### src/rtl/ex_mem_skid_if.sv
// Beat channel between pipeline stages: valid/ready handshake plus the EX->MEM payload.
// The master drives valid and payload; the slave answers with ready.
interface ex_mem_skid_if #(
  parameter int DATA_W  = 32,
  parameter int RADDR_W = 5,
  parameter int ADDR_W  = 32,
  parameter int OP_W    = 6
);
  logic               valid;
  logic               ready;
  logic [DATA_W-1:0]  rd_data;
  logic [RADDR_W-1:0] rd_addr;
  logic [ADDR_W-1:0]  addr;
  logic [OP_W-1:0]    op;

  modport master (
    output valid,
    output rd_data,
    output rd_addr,
    output addr,
    output op,
    input  ready
  );

  modport slave (
    input  valid,
    input  rd_data,
    input  rd_addr,
    input  addr,
    input  op,
    output ready
  );
endinterface

### src/rtl/ex_mem_skid.sv
// EX->MEM pipeline register built as a 2-entry skid buffer. ex.ready depends only on
// held state, so there is no combinational path from mem.ready back to EX.
module ex_mem_skid #(
  parameter int              DATA_W  = 32,
  parameter int              RADDR_W = 5,
  parameter int              ADDR_W  = 32,
  parameter int              OP_W    = 6,
  parameter logic [OP_W-1:0] NOP_OP  = '0
) (
  input  logic                 clk,
  input  logic                 rst,
  input  logic                 rdy,
  input  logic                 flush,
  ex_mem_skid_if.slave         ex,
  ex_mem_skid_if.master        mem,
  output logic                 mem_new,
  output logic [1:0]           occupancy
);

  typedef enum logic [1:0] {
    EMPTY = 2'd0,
    ONE   = 2'd1,
    FULL  = 2'd2
  } state_t;

  typedef struct packed {
    logic [DATA_W-1:0]  rd_data;
    logic [RADDR_W-1:0] rd_addr;
    logic [ADDR_W-1:0]  addr;
    logic [OP_W-1:0]    op;
  } beat_t;

  state_t state;
  state_t state_next;
  beat_t  main_q;
  beat_t  skid_q;
  beat_t  in_beat;

  logic acc;
  logic drn;
  logic load_main_in;
  logic load_main_skid;
  logic load_skid;

  assign in_beat.rd_data = ex.rd_data;
  assign in_beat.rd_addr = ex.rd_addr;
  assign in_beat.addr    = ex.addr;
  assign in_beat.op      = ex.op;

  assign ex.ready  = !rst && rdy && (state != FULL);
  assign mem.valid = (state != EMPTY);

  assign acc = rdy && ex.valid && ex.ready;
  assign drn = rdy && mem.valid && mem.ready;

  always_ff @(posedge clk or posedge rst) begin
    if (rst) begin
      state <= EMPTY;
    end else begin
      state <= state_next;
    end
  end

  // Flush wins over any concurrent accept/drain; rdy low freezes everything.
  always_comb begin
    state_next     = state;
    load_main_in   = 1'b0;
    load_main_skid = 1'b0;
    load_skid      = 1'b0;
    if (rdy) begin
      if (flush) begin
        state_next = EMPTY;
      end else begin
        unique case (state)
          EMPTY: begin
            if (acc) begin
              state_next   = ONE;
              load_main_in = 1'b1;
            end
          end
          ONE: begin
            if (acc && drn) begin
              state_next   = ONE;
              load_main_in = 1'b1;
            end else if (acc) begin
              state_next = FULL;
              load_skid  = 1'b1;
            end else if (drn) begin
              state_next = EMPTY;
            end
          end
          FULL: begin
            if (drn) begin
              state_next     = ONE;
              load_main_skid = 1'b1;
            end
          end
          default: begin
            state_next = EMPTY;
          end
        endcase
      end
    end
  end

  always_ff @(posedge clk or posedge rst) begin
    if (rst) begin
      main_q <= '0;
    end else if (load_main_in) begin
      main_q <= in_beat;
    end else if (load_main_skid) begin
      main_q <= skid_q;
    end
  end

  always_ff @(posedge clk or posedge rst) begin
    if (rst) begin
      skid_q <= '0;
    end else if (load_skid) begin
      skid_q <= in_beat;
    end
  end

  always_ff @(posedge clk or posedge rst) begin
    if (rst) begin
      mem_new <= 1'b0;
    end else begin
      mem_new <= load_main_in || load_main_skid;
    end
  end

  // Stale payload may sit in main while empty, so only op needs masking.
  assign mem.rd_data = main_q.rd_data;
  assign mem.rd_addr = main_q.rd_addr;
  assign mem.addr    = main_q.addr;
  assign mem.op      = (state == EMPTY) ? NOP_OP : main_q.op;

  always_comb begin
    occupancy = 2'd0;
    unique case (state)
      EMPTY:   occupancy = 2'd0;
      ONE:     occupancy = 2'd1;
      FULL:    occupancy = 2'd2;
      default: occupancy = 2'd0;
    endcase
  end

endmodule

### src/flat_wrapper.sv
// flat-port wrapper written by rule: the top's interface ports become plain ports
module ex_mem_skid_flat 
#(
  parameter int              DATA_W  = 32,
  parameter int              RADDR_W = 5,
  parameter int              ADDR_W  = 32,
  parameter int              OP_W    = 6,
  parameter logic [OP_W-1:0] NOP_OP  = '0
)
  (clk, rst, rdy, flush, mem_new, occupancy, ex_valid, ex_rd_data, ex_rd_addr, ex_addr, ex_op, ex_ready, mem_valid, mem_rd_data, mem_rd_addr, mem_addr, mem_op, mem_ready);
  ex_mem_skid_if #(.DATA_W(DATA_W), .RADDR_W(RADDR_W), .ADDR_W(ADDR_W), .OP_W(OP_W)) ex_i ();
  ex_mem_skid_if #(.DATA_W(DATA_W), .RADDR_W(RADDR_W), .ADDR_W(ADDR_W), .OP_W(OP_W)) mem_i ();
  input  logic clk;
  input  logic rst;
  input  logic rdy;
  input  logic flush;
  output logic mem_new;
  output logic [1:0] occupancy;
  input wire logic [$bits(ex_i.valid)-1:0] ex_valid;
  input wire logic [$bits(ex_i.rd_data)-1:0] ex_rd_data;
  input wire logic [$bits(ex_i.rd_addr)-1:0] ex_rd_addr;
  input wire logic [$bits(ex_i.addr)-1:0] ex_addr;
  input wire logic [$bits(ex_i.op)-1:0] ex_op;
  output wire logic [$bits(ex_i.ready)-1:0] ex_ready;
  output wire logic [$bits(mem_i.valid)-1:0] mem_valid;
  output wire logic [$bits(mem_i.rd_data)-1:0] mem_rd_data;
  output wire logic [$bits(mem_i.rd_addr)-1:0] mem_rd_addr;
  output wire logic [$bits(mem_i.addr)-1:0] mem_addr;
  output wire logic [$bits(mem_i.op)-1:0] mem_op;
  input wire logic [$bits(mem_i.ready)-1:0] mem_ready;
  assign ex_i.valid = ex_valid;
  assign ex_i.rd_data = ex_rd_data;
  assign ex_i.rd_addr = ex_rd_addr;
  assign ex_i.addr = ex_addr;
  assign ex_i.op = ex_op;
  assign ex_ready = ex_i.ready;
  assign mem_valid = mem_i.valid;
  assign mem_rd_data = mem_i.rd_data;
  assign mem_rd_addr = mem_i.rd_addr;
  assign mem_addr = mem_i.addr;
  assign mem_op = mem_i.op;
  assign mem_i.ready = mem_ready;
  ex_mem_skid #(.DATA_W(DATA_W), .RADDR_W(RADDR_W), .ADDR_W(ADDR_W), .OP_W(OP_W), .NOP_OP(NOP_OP)) u_core (.clk(clk), .rst(rst), .rdy(rdy), .flush(flush), .ex(ex_i), .mem(mem_i), .mem_new(mem_new), .occupancy(occupancy));
endmodule
### config.mk
export PLATFORM = sky130hd
export DESIGN_NAME = ex_mem_skid_flat
export DESIGN_NICKNAME = d
export VERILOG_FILES = /design/src/rtl/ex_mem_skid_if.sv /design/src/rtl/ex_mem_skid.sv /design/src/flat_wrapper.sv
export SDC_FILE = /design/constraint.sdc
export NUM_CORES = 1
export LEC_CHECK = 0
export BUFFER_PORTS_ARGS = -buffer_cell sky130_fd_sc_hd__clkbuf_2
export CAP_MARGIN = 10
export CELL_PAD_IN_SITES_DETAIL_PLACEMENT = 0
export CELL_PAD_IN_SITES_GLOBAL_PLACEMENT = 1
export CORE_ASPECT_RATIO = 0.9
export CORE_MARGIN = 8
export CORE_UTILIZATION = 46
export DETAILED_ROUTE_END_ITERATION = 10
export PLACE_DENSITY_LB_ADDON = 0.1
export SLEW_MARGIN = 25
export SYNTH_ARGS = -nofsm -noshare
export SYNTH_HDL_FRONTEND = slang
export SYNTH_SLANG_ARGS = --single-unit
export TNS_END_PERCENT = 100
### constraint.sdc
create_clock -name clk -period 8.1 [get_ports clk]
set_input_delay 1.62 -clock clk [delete_from_list [all_inputs] [get_ports clk]]
set_output_delay 1.62 -clock clk [all_outputs]
set_load 0.03 [all_outputs]
==> results of run 1 <==
==> sequential cells by signal, indices dropped and copies added (netlist names) <==
register	count
u_core.main_q	6
u_core.mem.addr	32
u_core.mem.rd_addr	5
u_core.mem.rd_data	32
u_core.mem_new	1
u_core.skid_q	75
u_core.state	2
==> layout by cell type (no fill, tap or decap), types with 2 or more instances in the layout <==
master      count
nand2_1        78
dfrtp_1       153
clkinv_2        2
inv_1           2
nor2b_1         9
buf_4           5
bufinv_16       4
nand2b_1        2
inv_6           4
clkbuf_2      160
mux2_4         39
a21oi_1        75
mux2_2         38
clkbuf_16      17
nor2_1          3
clkinvlp_4      5
a2bb2oi_1      74
==> synthesized netlist by cell type <==
cell	count	area, sq um
nand3_1	1	5.00
mux2_4	39	586
a21o_1	1	7.51
nor2b_1	9	56.3
nor2_1	4	15.0
clkbuf_2	2	10.0
a2bb2oi_1	74	648
dfrtp_1	153	3830
buf_2	15	75.1
or2_2	1	6.26
o22ai_1	1	6.26
o21ai_1	1	5.00
buf_1	2	7.51
o31ai_1	1	7.51
nor4_1	1	6.26
buf_6	5	56.3
xnor2_1	1	8.76
nand2b_1	2	12.5
nand4b_4	1	23.8
o21ai_0	1	5.00
inv_1	3	11.3
mux2_2	38	428
buf_4	69	518
a21oi_1	75	375
nand2_1	78	293
nor4b_2	1	15.0
clkbuf_1	19	71.3
nand2b_2	1	8.76
==> through the flow <==
stage	std cells	worst slack, ps	total power, mW	instance area (sq um)
after floorplan	599	2360	1.63	7100
after detailed placement	855	4060	1.70	7500
after global placement	855	4070	1.68	7500
after CTS	887	4060	2.55	8130
final	887	4090	2.52	8140
after global routing	887	4030	2.66	8140
==> cell families after synthesis <==
kind of cell,count (synthesis)
mux,77
buf+inv,115
flops,153
compound gates,154
xor+xnor,1
simple gates,99
==> layout make-up <==
cell class,count,area share (%)
flip-flops and latches,153,47.1
multi-input cells,331,31.4
repair buffers,166,10.4
clock buffers,18,5.40
well taps,202,3.11
clock inverters,14,2.38
inverters,3,0.200
==> metal layers <==
layer | track usage [%] | vias to the layer above
met1 | 22.1 | 2337
li1 | - | 2174
met4 | 5.26 | 0
met3 | 5.89 | 13
met5 | 0 | -
met2 | 28.3 | 124
==> worst max path at each step <==
stage	start	to	slack, ps	depth (start not counted)
6_report	rst	ex_ready	4090	4
4_1_cts	rst	ex_ready	4060	4
5_1_grt	rst	ex_ready	4030	4
3_5_place_dp	rst	ex_ready	4060	4
2_1_floorplan	rst	u_core.main_q[0]	2360	1
3_3_place_gp	rst	ex_ready	4070	4
==> power by group <==
part / switching (mW) / total (mW) / leakage, nW / internal, mW
sequential: 0.114 / 1.07 / 1.88 / 0.954
combinational: 0.367 / 0.611 / 2.04 / 0.245
clock: 0.317 / 0.842 / 0.295 / 0.525
==> flow_summary.toml, run 1 <==
[status]
status = "completed"

[drt]
first_pass_iters = 5
m1WireLength_mm = 7.34
remaining_drc_errors = 0
viasPerCell = 5.24
routed-wl-met3_mm = 1.09
top_layer = "met4"
avgRoutedWirePerCell_um = 18.9
drt_wl_total_mm = 16.8
routed-via-count = 4648
antenna_left = 0
drtIter0Drc = 259
wl_met2_mm = 8.19

[hold_path]
holdPathEnd = "u_core.skid_q[22]"
hold_path_class = "flop to flop"
hp-start = "u_core.skid_q[22]"
hold_depth = 1

[placement]
gp_congestion = 0.769
port_buffers = 160
dp_hpwl_mm = 10.3

[die]
die_w_um = 147
die-area_sq_um = 19700
die_y_um = 134
core_sq_um = 15300
floorplan.initialDensity_pct = 46.4
ios = 161
rows = 43

[cells_and_area]
diodes = 0
multi_input_area_sq_um = 2560
final_nets = 753
areaGrowthSynthToFinish_pct = 14.7
fillers = 1374
layout-drive-gt1-share_pct = 41.5
regArea_sq_um = 3830
postLayoutCoreUtil_pct = 53.3

[synth]
seq_area_frac_synth_pct = 53.9
synth-compound-area-share_pct = 14.9
syn_avg_cell_area_sq_um = 11.8
synthesis.nets = 680
synth_mux_area_share_pct = 14.3
yosys.area_share.adder_pct = 0
synth_xor_area_share_pct = 0.123
synth_top_family_by_area = "compound AO/OA/AOI/OAI gates"
synth_area_sq_um = 7100
synth_warnings = 0
yosys.area_share.simple_pct = 6.22
synthDistinctLibCells = 28
synth_seq_cells = 153
synth_cells = 599

[clock_network]
cts_num_sinks = 153
clockBufferDepth = 2
cts-resized-gates = 0
clkLatencyLatePin_ps = 420
htreeDepth = 4
postCtsSetupBuffers = 0
ctsHoldBuffers = 0
clockRootBuffer = "clkbuf_16"
cts_tree = "done"
clk_pin_slew_ps = 60
numCtsBuffers = 17

[critical_path]
cpLargestDelayFamily = "simple AND/OR/NAND/NOR gates"
reg2reg_depth = 5
slowest_stage = "nand2b_2"
cp-end-kind = "output pin"
r2r_setup_slack_ps = 5610
critPathKind = "input pin to output pin"
r2r_end = "u_core.mem.rd_data[24]"
cp_common_cell = "clkbuf_2"
cp_cell_sequence = "clkbuf_2, nand2b_2, nor2_1, clkbuf_2"
cp-start-kind = "input pin"
crit_fanout = 4
worst-path-buf-inv = 2
rr_startpoint = "u_core.state[0]"
cp.required_ps = 6480
cpPeakStageDelay_ps = 240
arrival_ps = 2390

[timing]
whs_ps = 506
finalSetupViolCount = 0
fin_skew_ps = 10.8
slew_headroom_pct = 36.2
max_slew.worst_pin.slew_ps = 954
rsz0062_at_grt = "no"
fmax_ghz = 0.250
drv_slew = 0
finalCritPeriodShare_pct = 49.5
finalHoldViolations = 0
setup_tns_ps = 0
period_minus_slack_ps = 4010

[global_routing]
grt_pass1_wl_mm = 27.6
grt_pass1_vias = 5177
antenna_found_initial = 0
grt_max_degree = 97
overflow = 0
track_usage_pct = 17.6

[run]
cap_violations = 0

[pwr]
power.leakage_nw = 4.22
p_per_area_nw_per_um2 = 310
ir_drop_uv = 146
Power figures use the tool's default switching activity.
==> inputs of run 2 (changes only) <==
--- a/config.mk
+++ b/config.mk
@@ -11,7 +11,7 @@
 export CELL_PAD_IN_SITES_GLOBAL_PLACEMENT = 1
 export CORE_ASPECT_RATIO = 0.9
 export CORE_MARGIN = 8
-export CORE_UTILIZATION = 46
+export CORE_UTILIZATION = 43
 export DETAILED_ROUTE_END_ITERATION = 10
 export PLACE_DENSITY_LB_ADDON = 0.1
 export SLEW_MARGIN = 25
==> constraint.sdc (replaced) <==
create_clock -name clk -period 3.9 [get_ports clk]
set_input_delay 0.78 -clock clk [delete_from_list [all_inputs] [get_ports clk]]
set_output_delay 0.78 -clock clk [all_outputs]
set_load 0.03 [all_outputs]
==> run 2 against run 1 <==
- die area is 6.2% higher
- flip-flop and latch count stayed put
- critical path depth is 1 lower
- sequential share of layout area is 0.45 points lower
- clock skew is 3.2 ps lower
==> flow_summary.toml, run 2 (synthesis gave the netlist of run 1 again) <==
[timing]
rsz0062_at_grt = "no"
fmax_ghz = 0.397
slew_headroom_pct = 46.7
whs_ps = 506
max_slew.worst_pin.slew_ps = 800
finalCritPeriodShare_pct = 64.7
period_minus_slack_ps = 2520
fin_skew_ps = 7.56
finalSetupViolCount = 0
finalHoldViolations = 0
drv_slew = 0
setup_tns_ps = 0

[critical_path]
crit_fanout = 9
r2r_setup_slack_ps = 1660
arrival_ps = 1740
cpPeakStageDelay_ps = 490
critPathLaunch = "u_core.state[0]"
rr_startpoint = "u_core.state[0]"
cp_cell_sequence = "nor2_1, nor2b_1, clkbuf_2"
cp.required_ps = 3120
slowest_stage = "dfrtp_1"
cp-end-kind = "output pin"
reg2reg_depth = 5
r2r_end = "u_core.mem.rd_data[1]"
cp-start-kind = "flop"
critPathKind = "flop to output pin"

[clock_network]
cts_num_sinks = 153
ctsHoldBuffers = 0
cts_tree = "done"
htreeDepth = 4
numCtsBuffers = 17
postCtsSetupBuffers = 0
cts-resized-gates = 0
clkLatencyLatePin_ps = 420
clk_pin_slew_ps = 60
clockBufferDepth = 2
clockRootBuffer = "clkbuf_16"

[cells_and_area]
largest_register_ffs = 75
layout_common_cells = "clkbuf_2, dfrtp_1, nand2_1"
diodes = 0
layout-drive-gt1-share_pct = 41.7
top_register = "u_core.skid_q"
postLayoutCoreUtil_pct = 50.9
areaGrowthSynthToFinish_pct = 15.8
layout_commonest_cell = "clkbuf_2"
final_nets = 758

[die]
die_y_um = 138
floorplan.initialDensity_pct = 44.0
die_w_um = 151
ios = 161
die-area_sq_um = 20900
rows = 44
core_sq_um = 16100

[drt]
routed-via-count = 4684
drt_wl_total_mm = 17.1
viasPerCell = 5.22
antenna_left = 0
drtIter0Drc = 268
remaining_drc_errors = 0
first_pass_iters = 4
avgRoutedWirePerCell_um = 19.1

[run]
cap_violations = 0

[hold_path]
hold_depth = 1
hold_path_class = "flop to flop"
holdPathEnd = "u_core.skid_q[13]"
hp-start = "u_core.skid_q[13]"

[status]
status = "completed"

[global_routing]
overflow = 0
antenna_found_initial = 0
grt_pass1_vias = 5072
grt_max_degree = 93
track_usage_pct = 16.8
grt_pass1_wl_mm = 27.0

[pwr]
ir_drop_uv = 370
p_per_area_nw_per_um2 = 639
power.leakage_nw = 4.26

[placement]
gp_congestion = 0.705
port_buffers = 160
dp_hpwl_mm = 11.1
==> run 2: cell count changes in the layout (fill, tap and decap cells not counted), sizes merged <==
cell      change
inv           -3
clkinv        +2
clkinvlp      -1
clkbuf        +2
buf           +5
==> run 2: report_power, final <==
| part | internal [mW] | total, mW | switching (mW) |
|---|---|---|---|
| clock network | 1.10 | 1.76 | 0.654 |
| logic | 0.512 | 1.28 | 0.770 |
| registers | 1.98 | 2.21 | 0.228 |
==> run 2: worst max path at each step <==
stage	depth (start not counted)	endpoint	slack, ps
2_1_floorplan	1	u_core.main_q[0]	1190
3_3_place_gp	6	u_core.mem.rd_data[2]	1080
3_5_place_dp	7	u_core.mem.rd_addr[4]	1060
4_1_cts	3	mem_op[4]	1320
5_1_grt	3	mem_op[4]	1270
6_report	3	mem_op[4]	1380
==> run 2: cell type report <==
class / count / area, sq um
clock buffer: 20 / 457
multi-input combinational: 331 / 2560
inverter: 3 / 15.0
sequential: 153 / 3830
fill: 1468 / 7920
timing repair buffer: 171 / 928
clock inverter: 12 / 171
tap: 207 / 259
==> run 2: metal layers <==
| metal | global-route usage [%] | wire, um |
|---|---|---|
| met1 | 21.5 | 7740 |
| met2 | 26.5 | 7940 |
| met3 | 5.15 | 1190 |
| met4 | 6.04 | 278 |
| met5 | 0 | 0 |
==> run 2: worst max-delay path, delay by kind of cell (launching register included) <==
family                 cells  cell delay, ps
buffers and inverters      1             210
flip-flops                 1             490
AND/OR/NAND/NOR            2             610
==> run 2: metrics by stage <==
step	worst slack [ps]	cells	total power, mW	instance area, sq um
after global routing	1270	897	5.50	8220
after floorplan	1190	599	3.39	7100
after global placement	1080	864	3.49	7560
after detailed placement	1060	865	3.54	7590
final	1380	897	5.25	8220
after CTS	1320	897	5.32	8220
==> inputs of run 3 (changes only) <==
==> constraint.sdc (replaced) <==
create_clock -name clk -period 2.49 [get_ports clk]
set_input_delay 0.498 -clock clk [delete_from_list [all_inputs] [get_ports clk]]
set_output_delay 0.498 -clock clk [all_outputs]
set_load 0.03 [all_outputs]
==> run 3 against run 2 <==
- clock-buffer cell count up 2
- routed wire length down 0.12%
- sequential power up 57%
- cell area about the same
- via count up 1.5%
- clock power up 42%
- register-to-register slack worse by 1200 ps
- critical endpoint is now mem_op[1]
==> flow_summary.toml, run 3 (synthesis gave the netlist of run 1 again) <==
[pwr]
ir_drop_uv = 579
p_per_area_nw_per_um2 = 970
power.leakage_nw = 4.26

[die]
die_w_um = 151
die-area_sq_um = 20900
core_sq_um = 16100
rows = 44
ios = 161
die_y_um = 138
floorplan.initialDensity_pct = 44.0

[timing]
setup_tns_ps = 0
finalCritPeriodShare_pct = 86.4
period_minus_slack_ps = 2150
finalHoldViolations = 0
rsz0062_at_grt = "no"
drv_slew = 0
fmax_ghz = 0.465
slew_headroom_pct = 44.3
max_slew.worst_pin.slew_ps = 832
finalSetupViolCount = 0
fin_skew_ps = 7.69

[drt]
drt_wl_total_mm = 17.1
viasPerCell = 5.27
routed-via-count = 4756
remaining_drc_errors = 0
antenna_left = 0
first_pass_iters = 4
drtIter0Drc = 184
avgRoutedWirePerCell_um = 19.0

[critical_path]
arrival_ps = 1650
cp-end-kind = "output pin"
critPathKind = "flop to output pin"
cp-start-kind = "flop"
cp.required_ps = 1990
crit_fanout = 9

[clock_network]
postCtsSetupBuffers = 0
clockRootBuffer = "clkbuf_16"
htreeDepth = 4
cts_num_sinks = 153
cts-resized-gates = 0
clockBufferDepth = 2
numCtsBuffers = 17
ctsHoldBuffers = 0
cts_tree = "done"
clk_pin_slew_ps = 60
clkLatencyLatePin_ps = 430

[cells_and_area]
final_nets = 763
layout_commonest_cell = "clkbuf_2"
largest_register_ffs = 75
layout_common_cells = "clkbuf_2, dfrtp_1, nand2_1"
areaGrowthSynthToFinish_pct = 15.8
layout-drive-gt1-share_pct = 42.2
postLayoutCoreUtil_pct = 51.0
top_register = "u_core.skid_q"
fillers = 1461

[global_routing]
grt_pass1_wl_mm = 27.6
grt_max_degree = 70
met2_usage_pct = 27.1
grt_pass1_vias = 5152
antenna_found_initial = 0
track_usage_pct = 17.1
overflow = 0
use_met3_pct = 6.26
met1_usage_pct = 21.3
grt-busiest-layer = "met2"

[status]
status = "completed"

[placement]
port_buffers = 160
dp_hpwl_mm = 11.2
gp_congestion = 0.792

[run]
cap_violations = 0

[hold_path]
hold_path_class = "input pin to asynchronous set/reset pin"
==> run 3: changes by cell type in the layout (fill, tap and decap cells not counted), moves of 2 or more <==
| cell | delta |
|---|---|
| buf_4 | +3 |
| clkinvlp_4 | +2 |
| clkbuf_8 | +2 |
| buf_12 | +3 |
| bufinv_16 | -3 |
==> run 3: report_power, final <==
group | internal (mW) | switching [mW] | leakage, nW
Combinational | 0.810 | 1.20 | 2.11
Clock | 1.48 | 1.02 | 0.271
Sequential | 3.10 | 0.357 | 1.88
Total | 5.39 | 2.58 | 4.26
==> run 3: cell type report <==
type,instances,area [sq um],share of cell area [%]
diodes,1,2.50,0.0304
clock inverters,10,91.3,1.11
repair buffers,176,983,12.0
clock buffers,22,484,5.89
flip-flops and latches,153,3830,46.6
multi-input cells,331,2560,31.1
inverters,3,15.0,0.183
well taps,207,259,3.15
==> run 3: worst paths after layout <==
check	slack, ps	from	cells past startpoint	endpoint
max	340	u_core.state[0]	4	mem_op[1]
min	110	rst	2	u_core.skid_q[37]
max reg2reg	470	u_core.state[0]	4	u_core.main_q[3]
min reg2reg	500	u_core.skid_q[10]	1	u_core.skid_q[10]
max in group asynchronous	1700	rst	3	u_core.skid_q[63]
min in group clk	320	ex_rd_data[10]	2	u_core.skid_q[53]
==> run 3: stage by stage <==
step	hold slack (ps)	total power, mW	instances	worst slack (ps)	instance area [sq um]
after global routing	120	8.38	902	237	8220
final	107	7.97	903	338	8220
after global placement	486	5.48	870	372	7640
after CTS	95.0	8.07	902	346	8220
after floorplan	475	5.31	599	61.1	7100
after detailed placement	493	5.54	870	329	7640
==> run 3: worst max-delay path, cell delays in order, from the launching register on <==
cell and delay (ps):
dfrtp_1 540, nor2_1 120, buf_4 190, nor2b_1 160, clkbuf_2 230
==> run 3: metal layers <==
| layer | up-vias | share of wire [%] |
|---|---|---|
| met5 | - | 0 |
| met2 | 129 | 47 |
| met1 | 2406 | 44 |
| li1 | 2202 | - |
| met3 | 19 | 7.6 |
| met4 | 0 | 1.4 |
